[config.mk]
export PLATFORM = sky130hd
export DESIGN_NAME = adc_scan_sequencer
export DESIGN_NICKNAME = d
export VERILOG_FILES = /design/src/rtl/adc_scan_sequencer.sv
export SDC_FILE = /design/constraint.sdc
export NUM_CORES = 1
export LEC_CHECK = 0
export ABC_AREA = 1
export BUFFER_PORTS_ARGS = -buffer_cell sky130_fd_sc_hd__buf_2
export CAP_MARGIN = 25
export CORE_ASPECT_RATIO = 1.75
export CORE_UTILIZATION = 40
export DETAILED_ROUTE_END_ITERATION = 10
export PLACE_DENSITY_LB_ADDON = 0.08
export SKIP_LAST_GASP = 1
export SLEW_MARGIN = 20
export SYNTH_ARGS = -nofsm -noshare
export SYNTH_HDL_FRONTEND = slang
export SYNTH_SLANG_ARGS = --single-unit
[constraint.sdc]
create_clock -name clk -period 6.37 [get_ports clk]
set_clock_uncertainty 0.05 [all_clocks]
set_input_delay 1.5925 -clock clk [delete_from_list [all_inputs] [get_ports clk]]
set_output_delay 1.5925 -clock clk [all_outputs]
set_load 0.005 [all_outputs]
[src/rtl/adc_scan_sequencer.sv]
// Scan sequencer for an 8-channel SPI SAR converter: CONVST pulse, 12-bit shift
// with a 6-bit config word, and a one-entry result holding register with overflow.
module adc_scan_sequencer #(
    parameter int CLK_DIV     = 2,
    parameter int CONV_CYCLES = 80,
    parameter int GAP_CYCLES  = 4
) (
    input  logic        clk,
    input  logic        reset_n,
    input  logic        enable,
    input  logic [7:0]  ch_mask,
    output logic        adc_cs,
    output logic        adc_sclk,
    output logic        adc_din,
    input  logic        adc_dout,
    output logic        sample_valid,
    input  logic        sample_ready,
    output logic [11:0] sample_data,
    output logic [2:0]  sample_ch,
    output logic        overflow,
    input  logic        clr_overflow
);

    typedef enum logic [1:0] {IDLE, CONV, SHIFT, GAP} state_t;

    state_t      state, state_nxt;
    logic [15:0] cnt;
    logic [7:0]  div_cnt;
    logic [3:0]  bit_cnt;
    logic        sclk;
    logic [11:0] shreg;
    logic [2:0]  cur_ch, prev_ch, pend_ch;
    logic        prev_valid, load_pend;
    logic [5:0]  cfg;
    logic        start_scan, conv_done, half_done, sclk_rise, sclk_fall, shift_done, gap_done;

    // First set mask bit at or after start, searching upward and wrapping 7->0.
    function automatic logic [2:0] next_set(input logic [7:0] mask, input logic [2:0] start);
        logic [2:0] idx;
        logic       found;
        next_set = start;
        found    = 1'b0;
        for (int i = 0; i < 8; i++) begin
            idx = start + 3'(i);
            if (!found && mask[idx]) begin
                next_set = idx;
                found    = 1'b1;
            end
        end
    endfunction

    assign start_scan = enable && (ch_mask != 8'd0);
    assign conv_done  = (state == CONV) && (cnt == 16'(CONV_CYCLES - 1));
    assign gap_done   = (state == GAP) && (cnt == 16'(GAP_CYCLES - 1));
    assign half_done  = (state == SHIFT) && (div_cnt == 8'(CLK_DIV - 1));
    assign sclk_rise  = half_done && !sclk;
    assign sclk_fall  = half_done && sclk;
    assign shift_done = sclk_fall && (bit_cnt == 4'd11);

    // Single-ended, unipolar, no sleep; channel bits in the converter's odd order.
    assign cfg = {1'b1, cur_ch[0], cur_ch[2], cur_ch[1], 1'b1, 1'b0};

    // NOTE: every signal driven here gets a default first, so no path can infer a latch.
    always_comb begin
        state_nxt = state;
        adc_cs    = 1'b0;
        adc_din   = 1'b0;
        case (state)
            IDLE:  if (start_scan) state_nxt = CONV;
            CONV: begin
                adc_cs = 1'b1;
                if (conv_done) state_nxt = SHIFT;
            end
            SHIFT: begin
                if (bit_cnt < 4'd6) adc_din = cfg[3'd5 - bit_cnt[2:0]];
                if (shift_done) state_nxt = GAP;
            end
            GAP:   if (gap_done) state_nxt = start_scan ? CONV : IDLE;
            default: state_nxt = IDLE;
        endcase
    end

    assign adc_sclk = sclk;

    // NOTE: sequential state uses non-blocking assignments so all registers update together.
    always_ff @(posedge clk or negedge reset_n) begin
        if (!reset_n) begin
            state   <= IDLE;
            cnt     <= '0;
            div_cnt <= '0;
            bit_cnt <= '0;
            sclk    <= 1'b0;
            shreg   <= '0;
        end else begin
            state <= state_nxt;
            if (state_nxt != state) cnt <= '0;
            else if (state == CONV || state == GAP) cnt <= cnt + 16'd1;

            if (state == SHIFT) begin
                if (half_done) begin
                    div_cnt <= '0;
                    sclk    <= ~sclk;
                    if (sclk_fall) bit_cnt <= bit_cnt + 4'd1;
                end else begin
                    div_cnt <= div_cnt + 8'd1;
                end
                if (sclk_rise) shreg <= {shreg[10:0], adc_dout};
            end else begin
                div_cnt <= '0;
                bit_cnt <= '0;
                sclk    <= 1'b0;
            end
        end
    end

    // Channel tracking: a frame's result belongs to the channel configured one frame earlier.
    always_ff @(posedge clk or negedge reset_n) begin
        if (!reset_n) begin
            cur_ch     <= '0;
            prev_ch    <= '0;
            pend_ch    <= '0;
            prev_valid <= 1'b0;
            load_pend  <= 1'b0;
        end else begin
            if ((state == IDLE || state == GAP) && state_nxt == CONV)
                cur_ch <= next_set(ch_mask, (state == IDLE) ? cur_ch : cur_ch + 3'd1);
            load_pend <= 1'b0;
            if (shift_done) begin
                load_pend  <= prev_valid;
                pend_ch    <= prev_ch;
                prev_ch    <= cur_ch;
                prev_valid <= 1'b1;
            end else if (state == IDLE) begin
                prev_valid <= 1'b0;
            end
        end
    end

    always_ff @(posedge clk or negedge reset_n) begin
        if (!reset_n) begin
            sample_valid <= 1'b0;
            sample_data  <= '0;
            sample_ch    <= '0;
            overflow     <= 1'b0;
        end else begin
            if (load_pend && (!sample_valid || sample_ready)) begin
                sample_data  <= shreg;
                sample_ch    <= pend_ch;
                sample_valid <= 1'b1;
            end else if (sample_valid && sample_ready) begin
                sample_valid <= 1'b0;
            end
            // A drop outranks a simultaneous clear.
            if (load_pend && sample_valid && !sample_ready) overflow <= 1'b1;
            else if (clr_overflow) overflow <= 1'b0;
        end
    end

endmodule
==> flow_metrics.tcl, run 1 <==
set metrics [dict create \
    finalCritPeriodShare_pct 59.6 \
    crit_path_end "adc_din" \
    crit_path_start "state[0]$_DFF_PN0_" \
    drc 0 \
    placed_area_um2 4570 \
    worst_skew_pair.late_latency_ns 0.34 \
    power.leakage_nw 2.41 \
    drv_slew 0 \
    reg2reg_to "cur_ch[1]$_DFFE_PN0P_" \
    crit_arrival_ns 2.15 \
    drive_above_1_share_pct 17.3 \
    io_pins 34 \
    rsz0062_at_grt "false" \
    cts_tree "done" \
    clkTransAtPathRegs_ns 0.06 \
    syn_area_per_cell_um2 7.83 \
    overflow 0 \
    start_util_pct 41.5 \
    htreeDepth 3 \
    cts_resized 0 \
    final-hold-violation-count 0 \
    antenna_found_initial 0 \
    die_h_um 140 \
    coreArea_um2 10400 \
    drt_iter0_drc 132 \
    required_ns 4.73 \
    yosys.cell_types.count 41 \
    ir_worst_vdd_v 0.000174 \
    rows 49 \
    grt_start_max_net_pins 72 \
    ys_warn_count 0 \
    grt_pass1_vias 3602 \
    num_antenna_cells 0 \
    hold_buffers 0 \
    wire_per_inst_um 13.4 \
    nNetsFinal 612 \
    drtPass1Iterations 5 \
    synth-seq-area-share_pct 41.0 \
    root_buffer "clkbuf_16" \
    viasPerCell 5.02 \
    r2r_setup_slack_ns 2.83 \
    min_from "sample_data[10]$_DFFE_PN0P_" \
    finalSetupViolations 0 \
    hold_path_class "reg -> reg" \
    grt_pass1_wl_mm 16.0 \
    reg2reg_from "state[0]$_DFF_PN0_" \
    die_w_um 80.7 \
    fmax_mhz 264 \
    synth-seq-cells 71 \
    clock_path_buffers 2 \
    hpwl_mm 7.12 \
    area_growth_pct 12.4 \
    synthFlopType "dfrtp_1" \
    synth_cells 553 \
    finalNonFillerCells 717 \
    worstMarginPinSlew_ns 0.904 \
    synthArstFlopShare_pct 100 \
    relSlewSlack_pct 39.7 \
    port_buffers 33 \
    status "finished clean" \
    whs_ns 0.427 \
    gp_congestion 0.861 \
    final_antenna_net_count 0 \
    cts_inserted_buffers 9 \
    wirelength_mm 9.58 \
    syn-cell-area_um2 4330 \
    synth_nets 579 \
    design_area_um2 4870 \
    die_area_um2 11300 \
    place_inst 702 \
    worst-r2r-cell-count 21 \
    cts_setup_buffers 0 \
    cp-end-kind "primary output" \
    cp-start-kind "register" \
    path_class "reg -> out" \
    clock-sinks 71 \
    fin_crit_ns 3.79 \
    p_per_area_nw_per_um2 204 \
    maxCapViolCount 0 \
    tns_ns 0 \
    synth_edf_count 0 \
    vias 3599 \
    cp_max_fo 9 \
    grt_util_all_layers_pct 18.3 \
]
==> how the worst min path moves through the flow <==
stage	end	cells after the start
4_1_cts	prev_ch[1]$_DFFE_PN0P_	2
3_3_place_gp	sample_data[7]$_DFFE_PN0P_	2
6_report	sample_data[10]$_DFFE_PN0P_	2
3_5_place_dp	prev_ch[1]$_DFFE_PN0P_	2
5_1_grt	prev_ch[1]$_DFFE_PN0P_	2
2_1_floorplan	sample_valid$_DFFE_PN0P_	2
==> layout make-up <==
| cell class | count | area (µm²) |
|---|---|---|
| clock buffer | 10 | 239 |
| clock inverter | 5 | 58.8 |
| fill | 1063 | 5560 |
| inverter | 77 | 297 |
| multi-input combinational | 392 | 2160 |
| sequential | 71 | 1780 |
| tap | 127 | 159 |
| timing repair buffer | 35 | 180 |
==> per-stage QoR <==
step | power (mW) | worst slack [ns] | util, %
after global placement | 0.502 | 2.66 | 43.8
after global routing | 1.03 | 2.42 | 46.7
after detailed placement | 0.502 | 2.58 | 43.8
final | 0.993 | 2.58 | 46.7
after CTS | 1.01 | 2.56 | 46.7
after floorplan | 0.481 | 3.18 | -
==> worst max-delay path, stage by stage, from the launching register on <==
cell and delay (ns):
dfrtp_1 0.41, inv_1 0.21, ha_1 0.40, inv_1 0.23, a2111oi_0 0.37, buf_2 0.19
==> cells in the mapped netlist, drive strengths merged, types with 2 or more instances <==
master | number | share of area (%)
a21oi | 13 | 1.5
a31oi | 2 | 0.29
buf | 7 | 1.8
clkbuf | 6 | 0.52
dfrtp | 71 | 41
ha | 12 | 3.5
inv | 77 | 6.8
nand2 | 157 | 16
nand3 | 69 | 9.2
nand3b | 2 | 0.35
nand4 | 9 | 1.3
nor2 | 52 | 5.4
nor3 | 9 | 1.2
nor4 | 3 | 0.92
o211ai | 3 | 0.52
o21a | 2 | 0.35
o21ai | 34 | 3.9
o22ai | 2 | 0.29
xor2 | 14 | 2.8
==> logic make-up (layout without fill, tap and decap cells) <==
| group | count (synthesis) | after routing | synth area share, % |
|---|---|---|---|
| AOI/OAI and AO/OA | 60 | 60 | 7.80 |
| xor gates and xnor gates | 15 | 15 | 3.03 |
| adders and majority gates | 12 | 12 | 3.47 |
| buffers and inverters | 90 | 127 | 9.19 |
| DFF | 71 | 71 | 41.0 |
| muxes | 2 | 2 | 0.491 |
| and+or+nand+nor | 303 | 303 | 35.0 |
==> per-layer routing <==
metal  routed length, µm  global-route usage (%)  up-vias
li1                    -                       -     1851
met1                3800                    18.9     1636
met2                5030                    32.9       83
met3                 316                    3.87       29
met4                 440                    10.8        0
met5                   0                       0        -
==> cells in the final DEF (no fill, tap or decap), types with 7 or more instances in the layout <==
cell type and count:
nor3_1 8, inv_1 69, o21ai_0 33, nand4_1 9, inv_2 7, nand3_2 8
dfrtp_1 71, ha_1 12, buf_2 33, a21oi_1 13, nand2_1 131, xor2_1 14
nand3_1 60, nor2_1 48, nand2_2 17, clkbuf_16 9, nand2_4 8
==> power by group <==
group / switching, mW / internal [mW] / total (mW)
Combinational: 0.0301 / 0.0119 / 0.0420
Clock: 0.189 / 0.311 / 0.500
Sequential: 0.0000641 / 0.452 / 0.452
Total: 0.219 / 0.775 / 0.993
==> flip-flops by register name, indices dropped and copies added (netlist names), 2 cells and up <==
| register | cells |
|---|---|
| cnt | 16 |
| bit_cnt | 4 |
| state | 2 |
| sample_data | 12 |
| pend_ch | 3 |
| div_cnt | 8 |
| cur_ch | 3 |
| prev_ch | 3 |
| shreg | 12 |
| sample_ch | 3 |
(Power assumes the default switching activity.)
==> run 2: changes to the inputs <==
==> constraint.sdc (replaced) <==
create_clock -name clk -period 3.6 [get_ports clk]
set_clock_uncertainty 0.05 [all_clocks]
set_input_delay 0.9 -clock clk [delete_from_list [all_inputs] [get_ports clk]]
set_output_delay 0.9 -clock clk [all_outputs]
set_load 0.005 [all_outputs]
==> run 2 against run 1 <==
Compared with the run above:
- core utilization is 0.31 points higher
- non-clock buffer count is 4 higher
- die area stayed put
- register-to-register slack worse by 2.5 ns
- sequential share of layout area is 0.24 points lower
- critical path depth is 16 higher
- highest routed layer unchanged
- cell count is 0.70% higher
- clock power is 76% higher
- hold slack worse by 0.0026 ns
- largest power group unchanged
- first-iteration DRC count is 5.3% lower
==> flow_metrics.tcl, run 2 (synthesized netlist as in run 1, its figures left out) <==
set metrics [dict create \
    place_inst 706 \
    worst_skew_pair.late_latency_ns 0.33 \
    finalNonFillerCells 722 \
    die_w_um 80.7 \
    num_antenna_cells 0 \
    cts_inserted_buffers 9 \
    cts_setup_buffers 0 \
    finalSetupViolations 0 \
    worstMarginPinSlew_ns 0.914 \
    grt_start_max_net_pins 72 \
    worst-r2r-cell-count 21 \
    r2r_setup_slack_ns 0.34 \
    p_per_area_nw_per_um2 358 \
    ir_worst_vdd_v 0.000256 \
    grt_util_all_layers_pct 18.9 \
    grt_pass1_vias 3576 \
    rows 49 \
    reg.largest.list "cnt (16), sample_data (12), shreg (12)" \
    cts_tree "done" \
    fillers 1062 \
    design_area_um2 4900 \
    maxCapViolCount 0 \
    top_register "cnt" \
    required_ns 3.76 \
    clock_path_buffers 2 \
    largest_reg_flops 16 \
    grt_pass1_wl_mm 16.4 \
    finalCritPeriodShare_pct 90.5 \
    relSlewSlack_pct 39.0 \
    final_util_pct 47.0 \
    reg2reg_from "state[0]$_DFF_PN0_" \
    vias 3602 \
    status "finished clean" \
    start_util_pct 41.5 \
    clkTransAtPathRegs_ns 0.06 \
    area_growth_pct 13.1 \
    final_antenna_net_count 0 \
    layout_commonest_cell "nand2_1" \
    power.leakage_nw 2.43 \
    port_buffers 33 \
    cp_max_fo 12 \
    fin_crit_ns 3.26 \
    tns_ns 0 \
    hpwl_mm 7.38 \
    die_h_um 140 \
    path_class "reg -> reg" \
    final-hold-violation-count 0 \
    viasPerCell 4.99 \
    wirelength_mm 9.69 \
    layout_common_cells "131 x nand2_1, 71 x dfrtp_1, 69 x inv_1, 60 x nand3_1, 48 x nor2_1" \
    drive_above_1_share_pct 18.2 \
    crit_arrival_ns 3.42 \
    min_to "sample_data[7]$_DFFE_PN0P_" \
    cp-end-kind "register" \
    min_from "sample_data[7]$_DFFE_PN0P_" \
    overflow 0 \
    fmax_mhz 307 \
    die_area_um2 11300 \
    cp-start-kind "register" \
    root_buffer "clkbuf_16" \
    wire_per_inst_um 13.4 \
    drv_slew 0 \
    drtPass1Iterations 4 \
    placed_area_um2 4600 \
    drc 0 \
    coreArea_um2 10400 \
    drt_iter0_drc 125 \
    antenna_found_initial 0 \
    nNetsFinal 616 \
    hold_depth 2 \
    clock-sinks 71 \
    hold_path_class "reg -> reg" \
    gp_congestion 0.852 \
    rsz0062_at_grt "false" \
    reg2reg_to "cur_ch[0]$_DFFE_PN0P_" \
    htreeDepth 3 \
    io_pins 34 \
]
==> run 2: cell types whose count changed in the layout (fill, tap and decap cells not counted) <==
cell,previous run,this run
ha_2,0,1
clkinv_2,1,2
inv_6,0,1
buf_4,2,6
ha_1,12,11
clkbuf_8,1,0
==> run 2: worst max-delay path by stage <==
stage                                   from                     to  slack, ns  cells after the start
after floorplan           state[0]$_DFF_PN0_  cur_ch[0]$_DFFE_PN0P_       0.73                     23
after global placement    state[0]$_DFF_PN0_  cur_ch[0]$_DFFE_PN0P_       0.39                     20
after detailed placement  state[0]$_DFF_PN0_  cur_ch[0]$_DFFE_PN0P_       0.19                     21
after CTS                 state[0]$_DFF_PN0_  cur_ch[0]$_DFFE_PN0P_       0.19                     21
after global routing      state[0]$_DFF_PN0_  cur_ch[0]$_DFFE_PN0P_       0.01                     21
final                     state[0]$_DFF_PN0_  cur_ch[0]$_DFFE_PN0P_       0.34                     21
==> run 2: metrics by stage <==
step / hold WS, ns / worst slack [ns] / power [mW]
6_report: 0.424 / 0.343 / 1.75
5_1_grt: 0.457 / 0.0144 / 1.82
4_1_cts: 0.431 / 0.187 / 1.78
3_5_place_dp: 0.417 / 0.194 / 0.889
3_3_place_gp: 0.413 / 0.393 / 0.888
2_1_floorplan: 0.398 / 0.729 / 0.852
==> run 2: layout make-up <==
class	instances	area (µm²)	share of cell area, %
Timing Repair Buffer	39	210	4.29
Clock buffer	9	225	4.60
Clock inverter	7	72.6	1.48
Sequential cell	71	1780	36.3
Tap cell	127	159	3.24
Inverter	77	297	6.05
Multi-Input combinational cell	392	2160	44.1
==> run 2: worst max-delay path: stages, from the launching register on <==
cell and delay, ns:
dfrtp_1 0.42, inv_1 0.22, ha_2 0.39, nand2_2 0.10, nand2_4 0.17, inv_2 0.05, ha_1 0.38, inv_1 0.08
nand3_1 0.09, nand2_1 0.07, nand2_1 0.08, nand2_2 0.11, nor2_8 0.15, nand2_4 0.07, nor2_4 0.10, nand2_2 0.08
nor2_4 0.12, nand3_2 0.13, nand3_1 0.10, nand2_1 0.05, nand3_1 0.06, o21ai_1 0.06
==> run 2: power by group <==
group,total [mW],leakage [nW],internal [mW],switching [mW]
combinational,0.0747,1.32,0.0211,0.0536
sequential,0.799,0.970,0.799,0.000117
clock,0.878,0.142,0.537,0.341
total,1.75,2.43,1.36,0.395
==> run 2: layer usage <==
metal / track usage, % / routed length [µm] / up-vias
met3: 2.56 / 234 / 23
met4: 10.3 / 419 / 0
met5: 0 / 0 / -
met2: 34.1 / 5200 / 60
met1: 20.4 / 3840 / 1663
li1: - / - / 1856
==> run 2: what timing repair did <==
item | CTS | global route
resized for setup | 0 | 1
hold buffers | 0 | 0
setup endpoints to repair | 0 | 3
==> run 3: changes to the inputs <==
--- a/config.mk
+++ b/config.mk
@@ -5,9 +5,8 @@
 export SDC_FILE = /design/constraint.sdc
 export NUM_CORES = 1
 export LEC_CHECK = 0
-export ABC_AREA = 1
 export BUFFER_PORTS_ARGS = -buffer_cell sky130_fd_sc_hd__buf_2
-export CAP_MARGIN = 25
+export CAP_MARGIN = 30
 export CORE_ASPECT_RATIO = 1.75
 export CORE_UTILIZATION = 40
 export DETAILED_ROUTE_END_ITERATION = 10
==> run 3 against run 2 <==
Compared with the run above:
- cell count down 17%
- clock power shrank 6.0%
- sequential cell count unchanged
- critical path depth is 9 lower
- first-iteration DRC count decreased by 3.2%
- worst setup slack got worse by 0.12 ns
- sequential power increased by 1%
- sequential share of layout area is 1.2 points lower
- largest cell class unchanged
==> flow_metrics.tcl, run 3 <==
set metrics [dict create \
    drc 0 \
    final-hold-violation-count 0 \
    gp_congestion 0.783 \
    worst-r2r-cell-count 12 \
    drive_above_1_share_pct 27.4 \
    fin_crit_ns 3.37 \
    synth_area_leaders "dfrtp_1 41%, mux2_2 9.5%, nor2_1 4.2%" \
    synth-seq-cells 71 \
    total_power_mw 1.73 \
    relSlewSlack_pct 56.7 \
    finalSetupViolations 0 \
    synthArstFlopShare_pct 100 \
    clock-sinks 71 \
    power.leakage_nw 2.41 \
    syn_area_per_cell_um2 10.6 \
    placed_area_um2 4770 \
    drv_slew 0 \
    grt_pass1_vias 3405 \
    cp_slowest_cell "or4_4" \
    finalCritPeriodShare_pct 93.7 \
    grt_pass1_wl_mm 16.4 \
    final_util_pct 47.6 \
    cts_tree "done" \
    wirelength_mm 9.89 \
    antenna_found_initial 0 \
    coreArea_um2 10600 \
    htreeDepth 3 \
    worstMarginPinSlew_ns 0.649 \
    synth_nets 439 \
    hold_depth 2 \
    path_buf_inv 2 \
    syn-cell-area_um2 4370 \
    clock_path_buffers 2 \
    ys_warn_count 0 \
    viasPerCell 5.49 \
    crit_arrival_ns 3.58 \
    yosys.cell_types.count 69 \
    largest_reg_flops 16 \
    synth-seq-area-share_pct 40.7 \
    nNetsFinal 489 \
    die_h_um 140 \
    layout_commonest_cell "dfrtp_1" \
    start_util_pct 41.1 \
    cp_max_fo 8 \
    path_common_cell "inv_2" \
    rows 50 \
    synth_cells 413 \
    num_antenna_cells 0 \
    cts_setup_buffers 0 \
    p_per_area_nw_per_um2 342 \
    synth.most_common_cell "dfrtp_1" \
    critPathTopFamily "simple AND/OR/NAND/NOR gates" \
    ys_top_cells_by_count "71 x dfrtp_1, 49 x nor2_1, 37 x mux2_2" \
    cts_inserted_buffers 9 \
    drtPass1Iterations 4 \
    die_w_um 81.0 \
    maxCapViolCount 0 \
    rsz0062_at_grt "false" \
    grt_start_max_net_pins 26 \
    synthFlopType "dfrtp_1" \
    worst_skew_pair.late_latency_ns 0.33 \
    ir_worst_vdd_v 0.000330 \
    hpwl_mm 7.57 \
    cp-end-kind "register" \
    yosys.area.top_type_share_pct 40.7 \
    path_class "reg -> reg" \
    port_buffers 33 \
    layout_common_cells "71 x dfrtp_1, 49 x nor2_1, 37 x mux2_2, 33 x buf_2, 26 x nand2_1" \
    design_area_um2 5070 \
    io_pins 34 \
    root_buffer "clkbuf_16" \
    overflow 0 \
    vias 3281 \
    clkTransAtPathRegs_ns 0.06 \
    die_area_um2 11400 \
    top_register "cnt" \
    final_antenna_net_count 0 \
    drt_iter0_drc 121 \
    cp-start-kind "register" \
    wire_per_inst_um 16.5 \
    reg.largest.list "cnt (16), sample_data (12), shreg (12)" \
    tns_ns 0 \
    cp_slowest_stage_delay_ns 0.56 \
    synth_edf_count 0 \
    hold_path_class "reg -> reg" \
    crit_chain "inv_2, ha_4, and2_1, a21oi_4, inv_2, ha_1, xnor3_1, mux4_2, nand2b_1, or4_4, o221a_1, a2bb2oi_1" \
    crit_cells 12 \
    yosys.area.top_type "dfrtp_1" \
    status "finished clean" \
    grt_util_all_layers_pct 19.1 \
    area_growth_pct 16.0 \
    fmax_mhz 296 \
    required_ns 3.81 \
]
run 3: metrics by stage:
stage	hold slack [ns]	std cells	setup slack, ns
2_1_floorplan	0.390	413	0.0542
4_1_cts	0.427	598	0.0722
3_5_place_dp	0.420	582	0.0828
5_1_grt	0.449	598	0.0284
6_report	0.422	598	0.226
3_3_place_gp	0.429	582	0.187
run 3: where the power goes:
part	internal [mW]	total, mW	switching, mW
clock	0.487	0.825	0.339
sequential	0.805	0.810	0.00465
combinational	0.0390	0.0974	0.0583
total	1.33	1.73	0.402
run 3: cells by family (layout without fill, tap and decap cells):
group           Yosys count  after routing  share of synthesized area [%]
mux                      64             64                           18.0
fa+ha+maj                12             12                           3.44
compound gates           59             59                           9.97
buf+inv                  32             87                           3.52
simple gates            145            145                           16.8
flops                    71             71                           40.7
xor+xnor                 30             30                           7.56
run 3: timing repair:
item	in CTS	in global routing
gates resized for setup	0	3
hold buffers	0	0
endpoints found under the setup margin	0	3
hold endpoints to repair	0	0
run 3: tightest hold or removal path: stages, from the launching register on:
cell,delay (ns)
dfrtp_1,0.34
inv_1,0.05
nand2_1,0.05
run 3: path summary, 6_finish.rpt:
check,end,slack (ns),from
max reg2reg,cur_ch[1]$_DFFE_PN0P_,0.23,state[0]$_DFF_PN0_
min in group asynchronous,shreg[8]$_DFFE_PN0P_,0.50,reset_n
min reg2reg,sample_valid$_DFFE_PN0P_,0.42,load_pend$_DFF_PN0_
max,cur_ch[1]$_DFFE_PN0P_,0.23,state[0]$_DFF_PN0_
min,sample_valid$_DFFE_PN0P_,0.42,load_pend$_DFF_PN0_
max in group asynchronous,sample_data[10]$_DFFE_PN0P_,2.27,reset_n
run 3: metal layers:
layer / part of all wire (%) / up-vias / routed length, µm / GRT usage, %
met3: 2.7 / 24 / 266 / 3.97
li1: - / 1584 / - / -
met4: 3.6 / 0 / 360 / 10.2
met2: 55 / 48 / 5430 / 35.2
met1: 39 / 1625 / 3830 / 19.4
met5: 0 / - / 0 / 0
run 3: layout make-up:
type,count,area (µm²)
clock inverters,6,43.8
inverters,18,70.1
multi-input cells,310,2460
repair buffers,53,315
clock buffers,10,239
flip-flops and latches,71,1780
fillers,1023,5570
well taps,130,163
